**config.mk**
```make
export PLATFORM = sky130hd
export DESIGN_NAME = button_conditioner_flat
export DESIGN_NICKNAME = d
export VERILOG_FILES = /design/src/rtl/button_conditioner_if.sv /design/src/rtl/button_conditioner.sv /design/src/flat_wrapper.sv
export SDC_FILE = /design/constraint.sdc
export NUM_CORES = 1
export LEC_CHECK = 0
export ABC_AREA = 1
export BUFFER_PORTS_ARGS = -buffer_cell sky130_fd_sc_hd__buf_2
export CAP_MARGIN = 25
export CORE_MARGIN = 2
export CORE_UTILIZATION = 51
export CTS_BUF_LIST = sky130_fd_sc_hd__clkbuf_4
export CTS_CLUSTER_SIZE = 40
export DETAILED_ROUTE_END_ITERATION = 8
export PLACE_DENSITY = 0.7
export SKIP_CTS_REPAIR_TIMING = 1
export SYNTH_ARGS = -nofsm -noshare
export SYNTH_HDL_FRONTEND = slang
export SYNTH_SLANG_ARGS = --single-unit
```
**constraint.sdc**
```tcl
create_clock -name clk -period 2.2 [get_ports clk]
set_clock_uncertainty 0.05 [all_clocks]
set_input_delay 0 -clock clk [delete_from_list [all_inputs] [get_ports clk]]
set_output_delay 0 -clock clk [all_outputs]
set_load 0.05 [all_outputs]
```
**src/rtl/button_conditioner_if.sv**
```systemverilog
// button_conditioner_if: press-event bus from the button conditioner to gameplay logic.
// Signals:
//   held        debounced button levels {D,U,L,M,R}, bit0 = R
//   press_valid one-cycle pulse for an accepted single press
//   press_code  1=R 2=M 3=L 4=U 5=D while press_valid, else 0
//   multi_err   one-cycle pulse when more than one button is held
// Modports: master drives the bus (conditioner), slave consumes it.
interface button_conditioner_if;
    logic [4:0] held;
    logic       press_valid;
    logic [2:0] press_code;
    logic       multi_err;
    modport master(output held, press_valid, press_code, multi_err);
    modport slave(input held, press_valid, press_code, multi_err);
endinterface

```
**src/rtl/button_conditioner.sv**
```systemverilog
// button_conditioner: synchronise, debounce and arbitrate five game buttons into single press events.
// Ports:
//   clk, rst                 clock and synchronous active-high reset
//   btnR/btnM/btnL/btnU/btnD raw asynchronous button inputs
//   bus (master)             held levels, press_valid/press_code, multi_err
// Optional feature: define BUTTON_AUTO_REPEAT_EN to re-emit the press every
// REPEAT_CYCLES cycles while a single button stays held.
module button_conditioner #(
    parameter int DEBOUNCE_CYCLES = 4,
    parameter int CNT_W           = 16,
    parameter int REPEAT_CYCLES   = 8
) (
    input  logic clk,
    input  logic rst,
    input  logic btnR,
    input  logic btnM,
    input  logic btnL,
    input  logic btnU,
    input  logic btnD,
    button_conditioner_if.master bus
);
    localparam logic [CNT_W-1:0] DB_MAX = CNT_W'(DEBOUNCE_CYCLES - 1);

    typedef enum logic [1:0] {IDLE, PRESSED, LOCKOUT} state_t;

    logic [4:0]       raw, s1, sync, held;
    logic [CNT_W-1:0] cnt [5];
    logic [2:0]       ones;
    logic             none, single, multi;
    state_t           state, state_n;
    logic             press_valid_n, multi_err_n, press_valid_r, multi_err_r;
    logic [2:0]       press_code_n, press_code_r;
    logic             rep_fire;
    logic [2:0]       last_code;

    function automatic logic [2:0] enc(input logic [4:0] h);
        return h[0] ? 3'd1 : h[1] ? 3'd2 : h[2] ? 3'd3 : h[3] ? 3'd4 : h[4] ? 3'd5 : 3'd0;
    endfunction

    assign raw = {btnD, btnU, btnL, btnM, btnR};

    // Two-flop synchroniser followed by an independent debounce counter per button.
    always_ff @(posedge clk) begin
        if (rst) begin
            s1   <= '0;
            sync <= '0;
            held <= '0;
            for (int i = 0; i < 5; i++) cnt[i] <= '0;
        end else begin
            s1   <= raw;
            sync <= s1;
            for (int i = 0; i < 5; i++) begin
                if (sync[i] == held[i]) cnt[i] <= '0;
                else if (cnt[i] == DB_MAX) begin
                    held[i] <= sync[i];
                    cnt[i]  <= '0;
                end else cnt[i] <= cnt[i] + 1'b1;
            end
        end
    end

    assign ones   = 3'($countones(held));
    assign none   = held == 5'd0;
    assign single = ones == 3'd1;
    assign multi  = ones > 3'd1;

    always_ff @(posedge clk) begin
        if (rst) begin
            state         <= IDLE;
            press_valid_r <= 1'b0;
            press_code_r  <= 3'd0;
            multi_err_r   <= 1'b0;
        end else begin
            state         <= state_n;
            press_valid_r <= press_valid_n;
            press_code_r  <= press_code_n;
            multi_err_r   <= multi_err_n;
        end
    end

    always_comb begin
        state_n = state;
        case (state)
            IDLE:    state_n = multi ? LOCKOUT : single ? PRESSED : IDLE;
            PRESSED: state_n = none ? IDLE : multi ? LOCKOUT : PRESSED;
            LOCKOUT: state_n = none ? IDLE : LOCKOUT;
            default: state_n = IDLE;
        endcase
    end

    // Events are decided from the current held pattern and registered, so they
    // appear one cycle after held changes. single and multi are exclusive, which
    // keeps press_valid and multi_err from ever coinciding.
    always_comb begin
        press_valid_n = (state == IDLE && single) || rep_fire;
        press_code_n  = (state == IDLE && single) ? enc(held) : rep_fire ? last_code : 3'd0;
        multi_err_n   = state != LOCKOUT && multi;
    end

`ifdef BUTTON_AUTO_REPEAT_EN
    localparam int RW = (REPEAT_CYCLES > 1) ? $clog2(REPEAT_CYCLES) : 1;
    logic [RW-1:0] rep;

    assign rep_fire = state == PRESSED && single && rep == RW'(REPEAT_CYCLES - 1);

    // rep is 0 in the first PRESSED cycle and wraps on each repeat.
    always_ff @(posedge clk) begin
        if (rst || state != PRESSED || state_n != PRESSED || rep_fire) rep <= '0;
        else rep <= rep + 1'b1;
    end

    always_ff @(posedge clk) begin
        if (rst) last_code <= 3'd0;
        else if (state == IDLE && single) last_code <= enc(held);
    end
`else
    assign rep_fire  = 1'b0;
    assign last_code = 3'd0;
`endif

    assign bus.held        = held;
    assign bus.press_valid = press_valid_r;
    assign bus.press_code  = press_code_r;
    assign bus.multi_err   = multi_err_r;
endmodule

```
**src/flat_wrapper.sv**
```systemverilog
// flat-port wrapper written by rule: the top's interface ports become plain ports
module button_conditioner_flat 
#(
    parameter int DEBOUNCE_CYCLES = 4,
    parameter int CNT_W           = 16,
    parameter int REPEAT_CYCLES   = 8
)
  (clk, rst, btnR, btnM, btnL, btnU, btnD, bus_held, bus_press_valid, bus_press_code, bus_multi_err);
  button_conditioner_if bus_i ();
  input  logic clk;
  input  logic rst;
  input  logic btnR;
  input  logic btnM;
  input  logic btnL;
  input  logic btnU;
  input  logic btnD;
  output wire logic [$bits(bus_i.held)-1:0] bus_held;
  output wire logic [$bits(bus_i.press_valid)-1:0] bus_press_valid;
  output wire logic [$bits(bus_i.press_code)-1:0] bus_press_code;
  output wire logic [$bits(bus_i.multi_err)-1:0] bus_multi_err;
  assign bus_held = bus_i.held;
  assign bus_press_valid = bus_i.press_valid;
  assign bus_press_code = bus_i.press_code;
  assign bus_multi_err = bus_i.multi_err;
  button_conditioner #(.DEBOUNCE_CYCLES(DEBOUNCE_CYCLES), .CNT_W(CNT_W), .REPEAT_CYCLES(REPEAT_CYCLES)) u_core (.clk(clk), .rst(rst), .btnR(btnR), .btnM(btnM), .btnL(btnL), .btnU(btnU), .btnD(btnD), .bus(bus_i));
endmodule
```
==> flow_summary.ini <==
[outcome]
outcome = complete, but fails checks
violations_in_the_final_reports = setup timing

[synth]
synth-warning-count = 0
seq_area_frac_synth = 0.465
synth-seq-cells = 102
number_of_standard_cells_after_synthesis = 770
syn-mean-instance-area_sq_um = 7.93
syn_area_sq_um = 6110
synth_cell_types = 32

[grt]
antenna_found_initial = 1
grt_overflow_total = 0
wire_length_of_the_first_global_routing_pass_mm = 20.0
grt_overall_usage = 0.190
first_global_vias = 4825
global_route.usage.met2 = 0.318
largest_net_degree_at_the_start_of_global_routing = 17
globalRouteMet1Util = 0.236
globalRouteMet3Util = 0.0329
busiest_layer = met2

[pwr]
p_per_area_nw_per_um2 = 495
leakage_nw = 2.93
pwr-share-seq = 0.642
ir_drop_worst_case_vdd_v = 0.000371
p_int_mw = 2.59
pwr-share-clk = 0.288
total_chip_power_mw = 3.46
switch_pwr_mw = 0.868
netSwitchingFraction = 0.251
combinational_group_share_of_total_power = 0.070

[die]
die_area_sq_um = 12900
io_pins = 17
initial_utilization = 0.528
chipWidth_um = 113
die_height_um = 113
placeableCoreArea_sq_um = 11600
row_count = 39

[job]
timing.max_cap.violations = 0

[detailed_routing]
post-route-drc-count = 0
viasPerCell = 4.92
detail_route.wl_per_cell_um = 11.3
num_vias = 5117
routed_wirelength_mm = 11.7
detail-route-antenna-nets = 0
initialDrtViolationCount = 316
first_pass_drt_iterations = 5

[setup_path]
critical_path.max_fanout = 3
path_cells = inv_4 -> ha_4 -> inv_2 -> fa_2 -> fa_1 -> nand2_1 -> nor2_2 -> nand3_2 -> inv_2 -> nand3_2 -> a21oi_2
slowest_delay_ns = 0.51
worstSetupEndpointType = flop
timing.setup.critical_path_class = reg -> reg
timing.critical_path.arrival_ns = 2.64
crit_path_top_delay_cell = fa_1
cp.required_ns = 2.58
worst_setup_path_start_kind = flop

[clock_tree]
source_to_sink_clock_delay_at_the_later_pin_of_the_worst_skew_pair_ns = 0.47
max-clock-path-buffers = 2
cts_root_buf = clkbuf_4
path_clk_slew_ns = 0.15
cts.sinks = 102
cts_tree = built
cts_inserted_buffers = 9
ctsHtreeMaxLevel = 3

[cells_and_area]
final_design_area_no_fill_sq_um = 6980
layout.cells.most_common = nand2_1
area.growth.synth_to_final_pct = 14.2
total_nets_final = 908
fillerInstances = 1061
finish.utilization = 0.603
layout.cells.most_common_list = 148 x nand2_1, 144 x nor2_1, 113 x inv_1
post_route_cells_drive_above_1_share = 0.127

[worst_hold_path]
worstHoldPathType = reg -> reg

[placed_design]
port_buffers = 16
gp_congestion = 0.948
dp.final_hpwl_mm = 8.75
placedInstanceArea_sq_um = 6690
preCtsSetupSlack_ns = -0.0617

[timing]
drv_slew = 0
max_clock_freq_ghz = 0.442
final_worst_path_period_share = 1.03
fin_setup_tns_ns = -0.128
layout_setup_ws_ns = -0.0649
unrepaired_setup_endpoints_after_global_routing = true
timing.final.hold_violations = 0
timing.final.setup_violations = 2
post_route_minimum_period_ns = 2.26
[cells in the mapped netlist (all sizes together)]
cell | instances | share of area
o2111a | 1 | 0.0018
nand3 | 76 | 0.064
nand2 | 158 | 0.10
conb | 1 | 0.00061
xnor2 | 8 | 0.011
nor3b | 1 | 0.0012
nand4 | 22 | 0.023
fa | 2 | 0.0066
o21ai | 16 | 0.015
inv | 121 | 0.074
a21oi | 53 | 0.053
clkbuf | 1 | 0.00061
edfxtp | 80 | 0.39
a31oi | 1 | 0.0010
or2 | 2 | 0.0020
xor2 | 17 | 0.024
ha | 9 | 0.018
buf | 6 | 0.012
nand3b | 7 | 0.0086
dfxtp | 22 | 0.072
a211oi | 1 | 0.0012
nor2 | 165 | 0.11
[flip-flops by register name, indices dropped and copies added, names as in the netlist]
register	count
u_core.s1	5
u_core.sync	5
u_core.state	2
u_core.cnt	80
u_core.bus.press_code	3
u_core.bus.multi_err	1
u_core.bus.press_valid	1
u_core.bus.held	5
[power by group through the flow]
stage | combinational [mW] | sequential [mW] | clock, mW
finish | 0.243 | 2.22 | 0.994
global placement | 0.218 | 2.26 | 0
floorplan | 0.192 | 2.24 | 0
global route | 0.285 | 2.23 | 1.08
CTS | 0.225 | 2.22 | 1.03
detailed placement | 0.223 | 2.26 | 0
[layer usage]
layer	vias to the layer above	share of wire
li1	2664	-
met1	2331	0.46
met2	100	0.48
met3	22	0.039
met4	0	0.025
met5	-	0
[worst max-delay path, delay by kind of cell, from the launching register on]
kind	cells	cell delay, ns
AND/OR/NAND/NOR	4	0.42
adder cells (fa/ha/maj)	3	1.11
AO/OA/AOI/OAI	1	0.09
flip-flops	1	0.39
buffers and inverters	3	0.16
[area by class of cell]
class	count	area, sq um	share of cell area
flip-flops and latches	102	2860	0.410
multi-input cells	619	3080	0.441
well taps	143	179	0.0256
repair buffers	37	265	0.0380
clock buffers	10	75.1	0.0108
inverters	121	462	0.0662
diodes	1	2.50	0.000359
clock inverters	6	58.8	0.00843
[worst paths after layout]
path	end	slack, ns	depth (start not counted)	from
max	u_core.bus.press_code[2]	-0.06	11	u_core.bus.held[2]
min	u_core.sync[4]	0.36	2	u_core.s1[4]
max reg2reg	u_core.bus.press_code[2]	-0.06	11	u_core.bus.held[2]
min reg2reg	u_core.sync[4]	0.36	2	u_core.s1[4]
[logic make-up after synthesis]
kind of cell / synth area share
buffers and inverters: 0.0875
AO/OA/AOI/OAI: 0.0723
flip-flops: 0.465
other: 0.000614
XOR/XNOR: 0.0359
AND/OR/NAND/NOR: 0.313
adder cells (fa/ha/maj): 0.0250
[through the flow]
| step | instances | hold WS [ns] |
|---|---|---|
| final | 1039 | 0.362 |
| after global routing | 1039 | 0.377 |
| after CTS | 1026 | -0.376 |
| after detailed placement | 1010 | 0.167 |
| after global placement | 1010 | 0.158 |
| after floorplan | 849 | 0.0191 |
No activity file was read; power rests on OpenSTA's default activity.
